$ cat src/rtl/i2c_pkg.sv
// Shared definitions for the I2C target receiver: one-hot state encoding,
// ACK/NACK bus levels and the default target address.
package i2c_pkg;

  localparam logic [6:0] S_IDLE     = 7'b0000001;
  localparam logic [6:0] S_ADDR     = 7'b0000010;
  localparam logic [6:0] S_ADDR_ACK = 7'b0000100;
  localparam logic [6:0] S_RX_DATA  = 7'b0001000;
  localparam logic [6:0] S_DATA_ACK = 7'b0010000;
  localparam logic [6:0] S_TX_DATA  = 7'b0100000;
  localparam logic [6:0] S_IGNORE   = 7'b1000000;

  typedef enum logic [6:0] {
    IDLE     = S_IDLE,
    ADDR     = S_ADDR,
    ADDR_ACK = S_ADDR_ACK,
    RX_DATA  = S_RX_DATA,
    DATA_ACK = S_DATA_ACK,
    TX_DATA  = S_TX_DATA,
    IGNORE   = S_IGNORE
  } state_t;

  localparam logic I2C_ACK  = 1'b0;
  localparam logic I2C_NACK = 1'b1;

  localparam logic [6:0] TARGET_ADDR_DEFAULT = 7'h27;

endpackage

$ cat src/rtl/i2c_bus_sync.sv
// Synchronises raw SCL/SDA pins and derives edge events plus START/STOP
// conditions (SDA moving while SCL is high).
module i2c_bus_sync #(
  parameter int SYNC_STAGES = 2
) (
  input  logic clk,
  input  logic reset_n,
  input  logic i_scl,
  input  logic i_sda,
  output logic o_scl_s,
  output logic o_sda_s,
  output logic o_scl_rise,
  output logic o_scl_fall,
  output logic o_start_cond,
  output logic o_stop_cond
);

  logic [SYNC_STAGES-1:0] r_scl_sync;
  logic [SYNC_STAGES-1:0] r_sda_sync;
  logic                   r_scl_d;
  logic                   r_sda_d;
  logic                   w_scl;
  logic                   w_sda;

  // Reset to the idle-bus level so leaving reset never fakes an edge.
  always_ff @(posedge clk or negedge reset_n) begin
    if (!reset_n) begin
      r_scl_sync <= '1;
      r_sda_sync <= '1;
      r_scl_d    <= 1'b1;
      r_sda_d    <= 1'b1;
    end else begin
      r_scl_sync <= {r_scl_sync[SYNC_STAGES-2:0], i_scl};
      r_sda_sync <= {r_sda_sync[SYNC_STAGES-2:0], i_sda};
      r_scl_d    <= w_scl;
      r_sda_d    <= w_sda;
    end
  end

  assign w_scl        = r_scl_sync[SYNC_STAGES-1];
  assign w_sda        = r_sda_sync[SYNC_STAGES-1];
  assign o_scl_s      = w_scl;
  assign o_sda_s      = w_sda;
  assign o_scl_rise   = w_scl & ~r_scl_d;
  assign o_scl_fall   = ~w_scl & r_scl_d;
  assign o_start_cond = ~w_sda & r_sda_d & w_scl;
  assign o_stop_cond  = w_sda & ~r_sda_d & w_scl;

endmodule

$ cat src/rtl/i2c_target_rx.sv
// I2C target receiver: address match, ACK generation and write-byte capture.
// Read-data support is enabled by defining I2C_TARGET_READ_EN.
//
// state    | meaning
// IDLE     | bus free, waiting for START
// ADDR     | shifting in address + R/W
// ADDR_ACK | driving address ACK for one SCL low-high-low period
// RX_DATA  | shifting in a write-data byte
// DATA_ACK | driving (or withholding) data ACK
// TX_DATA  | driving read data, then sampling master ACK
// IGNORE   | not addressed, wait for START/STOP
import i2c_pkg::*;

module i2c_target_rx #(
  parameter logic [6:0] TARGET_ADDR = TARGET_ADDR_DEFAULT,
  parameter int         SYNC_STAGES = 2
) (
  input  logic       clk,
  input  logic       reset_n,
  input  logic       scl_in,
  input  logic       sda_in,
  output logic       sda_oe,
  input  logic       rx_ready,
  output logic [7:0] rx_data,
  output logic       rx_valid,
  output logic       rx_first,
  output logic       start_det,
  output logic       stop_det,
  output logic       busy,
  input  logic [7:0] tx_data,
  output logic       tx_load
);

`ifdef I2C_TARGET_READ_EN
  localparam bit READ_EN = 1'b1;
`else
  localparam bit READ_EN = 1'b0;
`endif

  logic w_scl_s_unused, w_sda_s, w_scl_rise, w_scl_fall, w_start, w_stop;
  logic w_addr_match;

  state_t     r_state;
  logic [2:0] r_bit_cnt;
  logic [7:1] r_shift;
  logic       r_phase;
  logic       r_first;
  logic       r_ack_ok;
  logic       r_sda_oe, r_busy, r_rx_valid, r_rx_first, r_start_det, r_stop_det;
  logic [7:0] r_rx_data;
`ifdef I2C_TARGET_READ_EN
  logic       r_rw, r_tx_load, r_tx_pend, r_tx_ack, r_tx_wait;
  logic [7:0] r_tx_shift;
`else
  logic       w_tx_unused;
  assign w_tx_unused = ^tx_data;
`endif

  i2c_bus_sync #(.SYNC_STAGES(SYNC_STAGES)) u_sync (
    .clk          (clk),
    .reset_n      (reset_n),
    .i_scl        (scl_in),
    .i_sda        (sda_in),
    .o_scl_s      (w_scl_s_unused),
    .o_sda_s      (w_sda_s),
    .o_scl_rise   (w_scl_rise),
    .o_scl_fall   (w_scl_fall),
    .o_start_cond (w_start),
    .o_stop_cond  (w_stop)
  );

  // General call (7'h00) is never answered, even if TARGET_ADDR is zero.
  assign w_addr_match = (r_shift == TARGET_ADDR) && (r_shift != 7'd0);

  always_ff @(posedge clk or negedge reset_n) begin
    if (!reset_n) begin
      r_state     <= IDLE;
      r_bit_cnt   <= 3'd7;
      r_shift     <= '0;
      r_phase     <= 1'b0;
      r_first     <= 1'b0;
      r_ack_ok    <= 1'b0;
      r_sda_oe    <= 1'b0;
      r_busy      <= 1'b0;
      r_rx_valid  <= 1'b0;
      r_rx_first  <= 1'b0;
      r_start_det <= 1'b0;
      r_stop_det  <= 1'b0;
      r_rx_data   <= '0;
`ifdef I2C_TARGET_READ_EN
      r_rw        <= 1'b0;
      r_tx_load   <= 1'b0;
      r_tx_pend   <= 1'b0;
      r_tx_ack    <= 1'b0;
      r_tx_wait   <= 1'b0;
      r_tx_shift  <= '0;
`endif
    end else begin
      r_rx_valid  <= 1'b0;
      r_rx_first  <= 1'b0;
      r_start_det <= 1'b0;
      r_stop_det  <= 1'b0;
`ifdef I2C_TARGET_READ_EN
      r_tx_load   <= 1'b0;
`endif
      if (w_start) begin
        r_state     <= ADDR;
        r_bit_cnt   <= 3'd7;
        r_shift     <= '0;
        r_phase     <= 1'b0;
        r_sda_oe    <= 1'b0;
        r_start_det <= 1'b1;
      end else if (w_stop) begin
        r_state    <= IDLE;
        r_phase    <= 1'b0;
        r_sda_oe   <= 1'b0;
        r_busy     <= 1'b0;
        r_stop_det <= 1'b1;
      end else begin
        case (r_state)
          IDLE: ;
          ADDR: if (w_scl_rise) begin
            r_bit_cnt <= r_bit_cnt - 3'd1;
            if (r_bit_cnt != 3'd0) begin
              r_shift[r_bit_cnt] <= w_sda_s;
            end else if (w_addr_match && (!w_sda_s || READ_EN)) begin
              r_state <= ADDR_ACK;
              r_phase <= 1'b0;
`ifdef I2C_TARGET_READ_EN
              r_rw    <= w_sda_s;
`endif
            end else begin
              r_state <= IGNORE;
              r_busy  <= 1'b0;
            end
          end
          ADDR_ACK: if (w_scl_fall) begin
            if (!r_phase) begin
              r_sda_oe <= 1'b1;
              r_busy   <= 1'b1;
              r_phase  <= 1'b1;
            end else begin
              r_sda_oe <= 1'b0;
              r_phase  <= 1'b0;
              r_first  <= 1'b1;
              r_state  <= RX_DATA;
`ifdef I2C_TARGET_READ_EN
              if (r_rw) begin
                r_state   <= TX_DATA;
                r_tx_load <= 1'b1;
                r_tx_pend <= 1'b1;
                r_tx_ack  <= 1'b0;
                r_tx_wait <= 1'b0;
              end
`endif
            end
          end
          RX_DATA: if (w_scl_rise) begin
            r_bit_cnt <= r_bit_cnt - 3'd1;
            if (r_bit_cnt != 3'd0) begin
              r_shift[r_bit_cnt] <= w_sda_s;
            end else begin
              r_rx_data  <= {r_shift, w_sda_s};
              r_rx_valid <= rx_ready;
              r_rx_first <= r_first & rx_ready;
              r_first    <= 1'b0;
              r_ack_ok   <= rx_ready;
              r_phase    <= 1'b0;
              r_state    <= DATA_ACK;
            end
          end
          DATA_ACK: if (w_scl_fall) begin
            if (!r_phase) begin
              r_sda_oe <= r_ack_ok;
              r_phase  <= 1'b1;
            end else begin
              r_sda_oe <= 1'b0;
              r_phase  <= 1'b0;
              r_state  <= RX_DATA;
            end
          end
`ifdef I2C_TARGET_READ_EN
          // tx_data arrives the clk after tx_load; first byte is driven at once
          // (SCL already low), later bytes wait for the fall after the ACK bit.
          TX_DATA: if (r_tx_pend) begin
            r_tx_pend  <= 1'b0;
            r_tx_shift <= tx_data;
            if (!r_tx_wait) begin
              r_sda_oe  <= ~tx_data[7];
              r_bit_cnt <= 3'd7;
            end
          end else if (r_tx_ack) begin
            if (w_scl_rise && !r_tx_wait) begin
              if (w_sda_s == I2C_ACK) begin
                r_tx_load <= 1'b1;
                r_tx_pend <= 1'b1;
                r_tx_wait <= 1'b1;
              end else begin
                r_tx_ack <= 1'b0;
                r_busy   <= 1'b0;
                r_state  <= IGNORE;
              end
            end else if (w_scl_fall && r_tx_wait) begin
              r_sda_oe  <= ~r_tx_shift[7];
              r_bit_cnt <= 3'd7;
              r_tx_ack  <= 1'b0;
              r_tx_wait <= 1'b0;
            end
          end else if (w_scl_fall) begin
            if (r_bit_cnt == 3'd0) begin
              r_sda_oe <= 1'b0;
              r_tx_ack <= 1'b1;
            end else begin
              r_sda_oe  <= ~r_tx_shift[r_bit_cnt - 3'd1];
              r_bit_cnt <= r_bit_cnt - 3'd1;
            end
          end
`endif
          IGNORE: r_sda_oe <= 1'b0;
          default: begin
            r_state  <= IDLE;
            r_sda_oe <= 1'b0;
          end
        endcase
      end
    end
  end

  assign sda_oe    = r_sda_oe;
  assign rx_data   = r_rx_data;
  assign rx_valid  = r_rx_valid;
  assign rx_first  = r_rx_first;
  assign start_det = r_start_det;
  assign stop_det  = r_stop_det;
  assign busy      = r_busy;
`ifdef I2C_TARGET_READ_EN
  assign tx_load   = r_tx_load;
`else
  assign tx_load   = 1'b0;
`endif

endmodule
$ cat config.mk
export PLATFORM = sky130hd
export DESIGN_NAME = i2c_target_rx
export DESIGN_NICKNAME = d
export VERILOG_FILES = /design/src/rtl/i2c_pkg.sv /design/src/rtl/i2c_bus_sync.sv /design/src/rtl/i2c_target_rx.sv
export SDC_FILE = /design/constraint.sdc
export NUM_CORES = 1
export LEC_CHECK = 0
export ABC_AREA = 1
export CAP_MARGIN = 30
export CORE_MARGIN = 1
export CORE_UTILIZATION = 36
export DETAILED_ROUTE_END_ITERATION = 7
export GPL_ROUTABILITY_DRIVEN = 0
export REMOVE_ABC_BUFFERS = 1
export SETUP_SLACK_MARGIN = 0.5
export SLEW_MARGIN = 40
export SYNTH_ARGS = -nofsm -noshare
export SYNTH_HDL_FRONTEND = slang
export SYNTH_HIERARCHICAL = 1
export SYNTH_SLANG_ARGS = --single-unit
$ cat constraint.sdc
create_clock -name clk -period 3.7 [get_ports clk]
set_input_delay 0.37 -clock clk [delete_from_list [all_inputs] [get_ports clk]]
set_output_delay 0.37 -clock clk [all_outputs]
set_load 0.005 [all_outputs]
# Word-level counts from Yosys, hierarchy flattened
# Cells that the tools add are included.
dict set report word_totals {
  ff_bits 40
}
dict set report classes {
  n_addsub 1
  n_lt_le_gt_ge 2
  n_eq_ne 28
  mux 60
  n_bitwise 14
  reduce_logical 24
}
# operator n
set ops {}
lappend ops {{$mux 7} 14}
lappend ops {{$mux 1} 35}
lappend ops {{$pmux 7 s4} 1}
lappend ops {{$reduce_and 7->1} 4}
lappend ops {{$ne 4x1->1 const B} 6}
lappend ops {{$mux 3} 4}
lappend ops {{$ne 3x1->1 const B} 4}
lappend ops {{$ne 4x2->1 const B} 3}
lappend ops {{$ne 3x2->1 const B} 3}
lappend ops {{$reduce_bool 2->1} 4}
lappend ops {{$and 1x1->1} 7}
lappend ops {{$bwmux 7} 1}
lappend ops {{$eq 7x1->1 const B} 1}
lappend ops {{$eq 7x2->1 const B} 1}
lappend ops {{$eq 7x3->1 const B} 1}
lappend ops {{$eq 7x4->1 const B} 1}
lappend ops {{$eq 7x5->1 const B} 1}
lappend ops {{$eq 7x6->1 const B} 1}
lappend ops {{$eq 7x7->1 const B} 1}
lappend ops {{$not 1->1} 7}
lappend ops {{$reduce_bool 7->1} 1}
lappend ops {{$ne 2x1->1 const B} 3}
lappend ops {{$pmux 1 s3} 2}
lappend ops {{$reduce_and 3->1} 2}
lappend ops {{14 further kinds} 21}

# Logic depth before layout (Yosys ltp)
dict set report logic_depth {
  depth_word 10
  ltp_mapped 11
  mapped_depth_nobuf 11
}

# Hierarchy
# Netlist, hierarchy kept.
# mod instances cells_each area_each_um2 seq_area_each_um2
set by_module_without_submodules {}
lappend by_module_without_submodules {i2c_target_rx 1 231 1865.5 830.8}
lappend by_module_without_submodules {i2c_bus_sync 1 14 187.7 157.7}

# Worst setup path after synthesis
# Ideal clock, no wire load.
dict set report synth_timing {
  path_kind {reg2reg}
  startpoint {register u_sync.r_scl_sync[1]}
  endpoint {register r_phase}
  arrival_time_ns 1.701
  required_time_ns 3.583
  path_slack_ns 1.883
  stages_incl_launch_ff 10
  path_buffers 0
  path_cell_list {dfstp_2 > nand2_1 > nor2_1 > inv_1 > nand3_1 > nand2_1 > a21oi_1 > nand2_1 > nand2_1 > nand2_1}
}
# element line
set synth_rtl {}
lappend synth_rtl {{from (decl)} i2c_bus_sync.sv:18} ;# logic [SYNC_STAGES-1:0] r_scl_sync;
lappend synth_rtl {{from (signal assigned)} i2c_bus_sync.sv:33} ;# r_scl_sync <= {r_scl_sync[SYNC_STAGES-2:0], i_scl};
lappend synth_rtl {{$and 1x1->1 (*)} i2c_bus_sync.sv:47} ;# assign o_stop_cond = w_sda & ~r_sda_d & w_scl;
lappend synth_rtl {{via w_stop} i2c_target_rx.sv:40} ;# logic w_scl_s_unused, w_sda_s, w_scl_rise, w_scl_fall, w_start, w_stop;
lappend synth_rtl {{$ne 4x2->1 (no source line) (tied with other cells)} --}
lappend synth_rtl {{$reduce_and 7->1 (no source line) / $mux 1 (equally long branches)} --}
lappend synth_rtl {{to (signal assigned)} i2c_target_rx.sv:80} ;# r_phase <= 1'b0;
lappend synth_rtl {{to (signal assigned)} i2c_target_rx.sv:110} ;# r_phase <= 1'b0;
lappend synth_rtl {{to (signal assigned)} i2c_target_rx.sv:115} ;# r_phase <= 1'b0;
lappend synth_rtl {{to (decl)} i2c_target_rx.sv:46} ;# logic r_phase;
# Mark *: on every way through the listed nets, which the timed path passes. The rest lies on a longest branch.
# A chain may end at the register's enable or synchronous reset.

# Final worst setup path
dict set report layout_timing {
  startpoint {register u_sync.r_scl_sync[1]}
  endpoint {register r_state[6]}
}
# element line
set layout_rtl {}
lappend layout_rtl {{$and 1x1->1 (*)} i2c_bus_sync.sv:46} ;# assign o_start_cond = ~w_sda & r_sda_d & w_scl;
lappend layout_rtl {{via w_start} i2c_target_rx.sv:40}
lappend layout_rtl {{$ne 4x1->1 (no source line) (tied with other cells)} --}
lappend layout_rtl {{$reduce_and 7->1 (no source line)} --}
lappend layout_rtl {{to (signal assigned)} i2c_target_rx.sv:77} ;# r_state <= IDLE;
lappend layout_rtl {{to (signal assigned)} i2c_target_rx.sv:107} ;# r_state <= ADDR;
lappend layout_rtl {{to (signal assigned)} i2c_target_rx.sv:114} ;# r_state <= IDLE;
lappend layout_rtl {{to (decl)} i2c_target_rx.sv:43} ;# state_t r_state;
# Marks and branches as above.

==> impl_metrics.json <==
{
  "status": "finished, final reports clean",
  "r2r-start": "u_sync/r_scl_sync[1]",
  "cts_max_path_buffers": 2,
  "grt_pass1_wl_mm": 6.831,
  "first_pass_iters": 4,
  "cp.depth": 10,
  "critPathMostFrequentCell": "nand2_1",
  "synth_top_flop_cell": "dfrtp_1",
  "crit_buf_inv": 2,
  "setup_tns_ps": 0,
  "finClkSkew_ps": 6.213,
  "dpl.hpwl_mm": 2.845,
  "synth-seq-cells": 39,
  "antenna_found_initial": 0,
  "path_class": "reg2reg",
  "critical-path-max-stage-delay_ps": 560,
  "p_per_area_nw_per_um2": 422.0,
  "clock_latency_ps": 290,
  "port_buffers": 18,
  "cts_tree": "done",
  "fin_ws_ps": 1540,
  "post-place-ws_ps": 1571,
  "yosysWarnings": 6,
  "required_ps": 3880,
  "critical_path_peak_fanout": 11,
  "avgViaCountPerCell": 4.594,
  "grt_usage": 0.1446,
  "rows": 27,
  "area_growth_pct": 17.31,
  "die_x_um": 77.52,
  "regToRegSetupSlack_ps": 1540,
  "min_path_type": "in2async",
  "grt_max_degree": 40,
  "multi_input_area_um2": 924.6,
  "grt_pass1_vias": 1448,
  "wire_per_inst_um": 11.39,
  "core_area_um2": 5507,
  "crit_slowest_cell": "dfstp_2",
  "cts.sinks": 39,
  "cts_hold_buffers": 0,
  "crit_start": "u_sync/r_scl_sync[1]",
  "finalCriticalPeriod_ps": 2160,
  "post-cts-setup-buffer-count": 0,
  "regArea_um2": 988.4,
  "setup.worst_path.end": "r_state[6]",
  "critPathTopFamily": "simple AND/OR/NAND/NOR gates",
  "startpoint_type": "register",
  "die_h_um": 77.52,
  "final_nets": 282,
  "avgSynthCellArea_um2": 8.380,
  "hold_violations": 0,
  "finish.utilization": 0.4374,
  "yosys.cell_types.count": 32,
  "dieArea_um2": 6009,
  "min_period_over_period": 0.5839,
  "worstPathArrival_ps": 2340,
  "drt_iter0_markers": 78,
  "worstPathCellList": "nand2_1, nor2_1, buf_4, inv_1, nand3_1, nand2_1, nor2_2, nand2_2, nand2_1, nand2_1",
  "cts_resized": 0,
  "tightest_slew_ps": 669.4,
  "ir_drop_mv": 0.2790,
  "total_power_w": 0.001016,
  "cap_viol_max_count": 0,
  "synth_edf_count": 0,
  "routed_wl_mm": 3.873,
  "clkTransAtPathRegs_ps": 80,
  "crit_path_end_kind": "register",
  "finalMaxSlewViolations": 0,
  "cellLeakagePower_nw": 1.206,
  "antenna_left": 0,
  "ioPinCount": 28,
  "overflow": 0,
  "max_slew_margin": 0.5521,
  "finalSetupViolCount": 0,
  "r2r_end": "r_state[6]",
  "ys_async_sr_fraction": 1.000,
  "n_antenna_cell": 0,
  "cts_max_level": 2,
  "numCtsBuffers": 5,
  "start_util": 0.3729,
  "fmax_ghz": 0.4629,
  "ys_seq_area_frac": 0.4814,
  "drc_errors": 0,
  "synthCells": 245,
  "vias": 1562,
  "ctsRootBufferMaster": "clkbuf_8",
  "reg2reg_depth": 10,
  "rsz0062_at_grt": "false",
  "syn-cell-area_um2": 2053,
  "n_fill_cell": 540,
  "drive_gt1_frac": 0.1903
}
==> layer usage <==
layer / global-route usage / part of all wire / vias to the layer above
li1: - / - / 821
met1: 0.2018 / 0.50 / 713
met2: 0.2168 / 0.46 / 22
met3: 0.03176 / 0.026 / 6
met4: 0.05660 / 0.017 / 0
met5: 0 / 0 / -
==> kinds of logic (layout without fill, tap and decap cells) <==
group                      after synthesis  after routing  share of synthesized area
and+or+nand+nor                        148            148                     0.3699
DFF                                     39             39                     0.4814
other                                    1              1                   0.001826
adders and majority gates                2              2                    0.01219
buffers and inverters                   32             55                    0.06825
AOI/OAI and AO/OA                       23             23                    0.06642
==> state kept, by name (all words and copies together), names as in the netlist, 2 cells and up <==
register	cells
rx_data	8
u_sync/r_sda_sync	2
r_shift	7
r_state	6
r_bit_cnt	3
u_sync/r_scl_sync	2
==> worst register-to-register path, delay by kind of cell (launching register included) <==
family	cells	cell delay, ps
AND/OR/NAND/NOR	8	1060
buffers and inverters	2	440
flip-flops	1	560
==> cell usage after synthesis, types with 2 or more instances <==
library cell  number  share of area
nor2_1            30          0.055
o21ai_2            4          0.017
nor2_4             6          0.033
nor2_2             3         0.0091
inv_2              2         0.0037
nand3b_1           2         0.0073
o21ai_1            3         0.0073
buf_2              2         0.0049
dfstp_2           10           0.13
nand2_4            2          0.011
ha_1               2          0.012
nand3_2            2         0.0098
dfrtp_1           29           0.35
nor2_8             2          0.020
a21oi_1            7          0.017
nand2_1           62           0.11
o21ai_0            6          0.015
nor3_1             5          0.012
inv_1             25          0.046
nand3_1           19          0.046
nand2_2            7          0.021
nand4_1            5          0.015
==> report_power, final <==
part / internal (W) / total, W / switching [W]
clock network: 0.000201 / 0.000351 / 0.000151
logic: 0.0000602 / 0.000181 / 0.000121
registers: 0.000459 / 0.000484 / 0.0000256
==> worst min-delay path by stage <==
stage	cells after the start	end	slack, ps
2_1_floorplan	0	busy	70
3_3_place_gp	0	u_sync/r_sda_sync[1]	350
3_5_place_dp	0	u_sync/r_scl_sync[1]	350
4_1_cts	1	r_shift[5]	50
5_1_grt	1	r_shift[5]	60
6_report	1	r_shift[5]	40
==> layout by cell type, fill, tap and decap left out <==
cell and instances:
nand2_1 62, nor2_1 30, dfrtp_1 29, inv_1 25, nand3_1 19, clkdlybuf4s50_1 17
dfstp_2 10, nand2_2 7, a21oi_1 7, nor2_4 6, o21ai_0 6, nand4_1 5
nor3_1 5, clkbuf_8 5, o21ai_2 4, nor2_2 3, o21ai_1 3, inv_2 2
nor2_8 2, nand2_4 2, nand3_2 2, nand3b_1 2, ha_1 2, buf_4 2
and3_1 1, inv_4 1, nand3b_2 1, o22ai_1 1, nand3_4 1, o21bai_1 1
a211oi_1 1, conb_1 1, clkinv_2 1, bufinv_16 1, clkinv_4 1
==> final cells by class <==
type                       count  share of cell area
timing repair buffer          19             0.07688
sequential                    39              0.4104
inverter                      28             0.04468
clock inverter                 3             0.01818
clock buffer                   5             0.02857
multi-input combinational    174              0.3839
tap                           72             0.03740
==> stage by stage <==
step | hold slack (ps) | instance area [um2] | instances
after floorplan | 74.41 | 2021 | 241
after global placement | 345.7 | 2293 | 332
after detailed placement | 347.0 | 2296 | 332
after CTS | 45.68 | 2409 | 340
after global routing | 64.21 | 2409 | 340
final | 35.97 | 2409 | 340
Note: power is estimated with default switching activity, not from simulation.
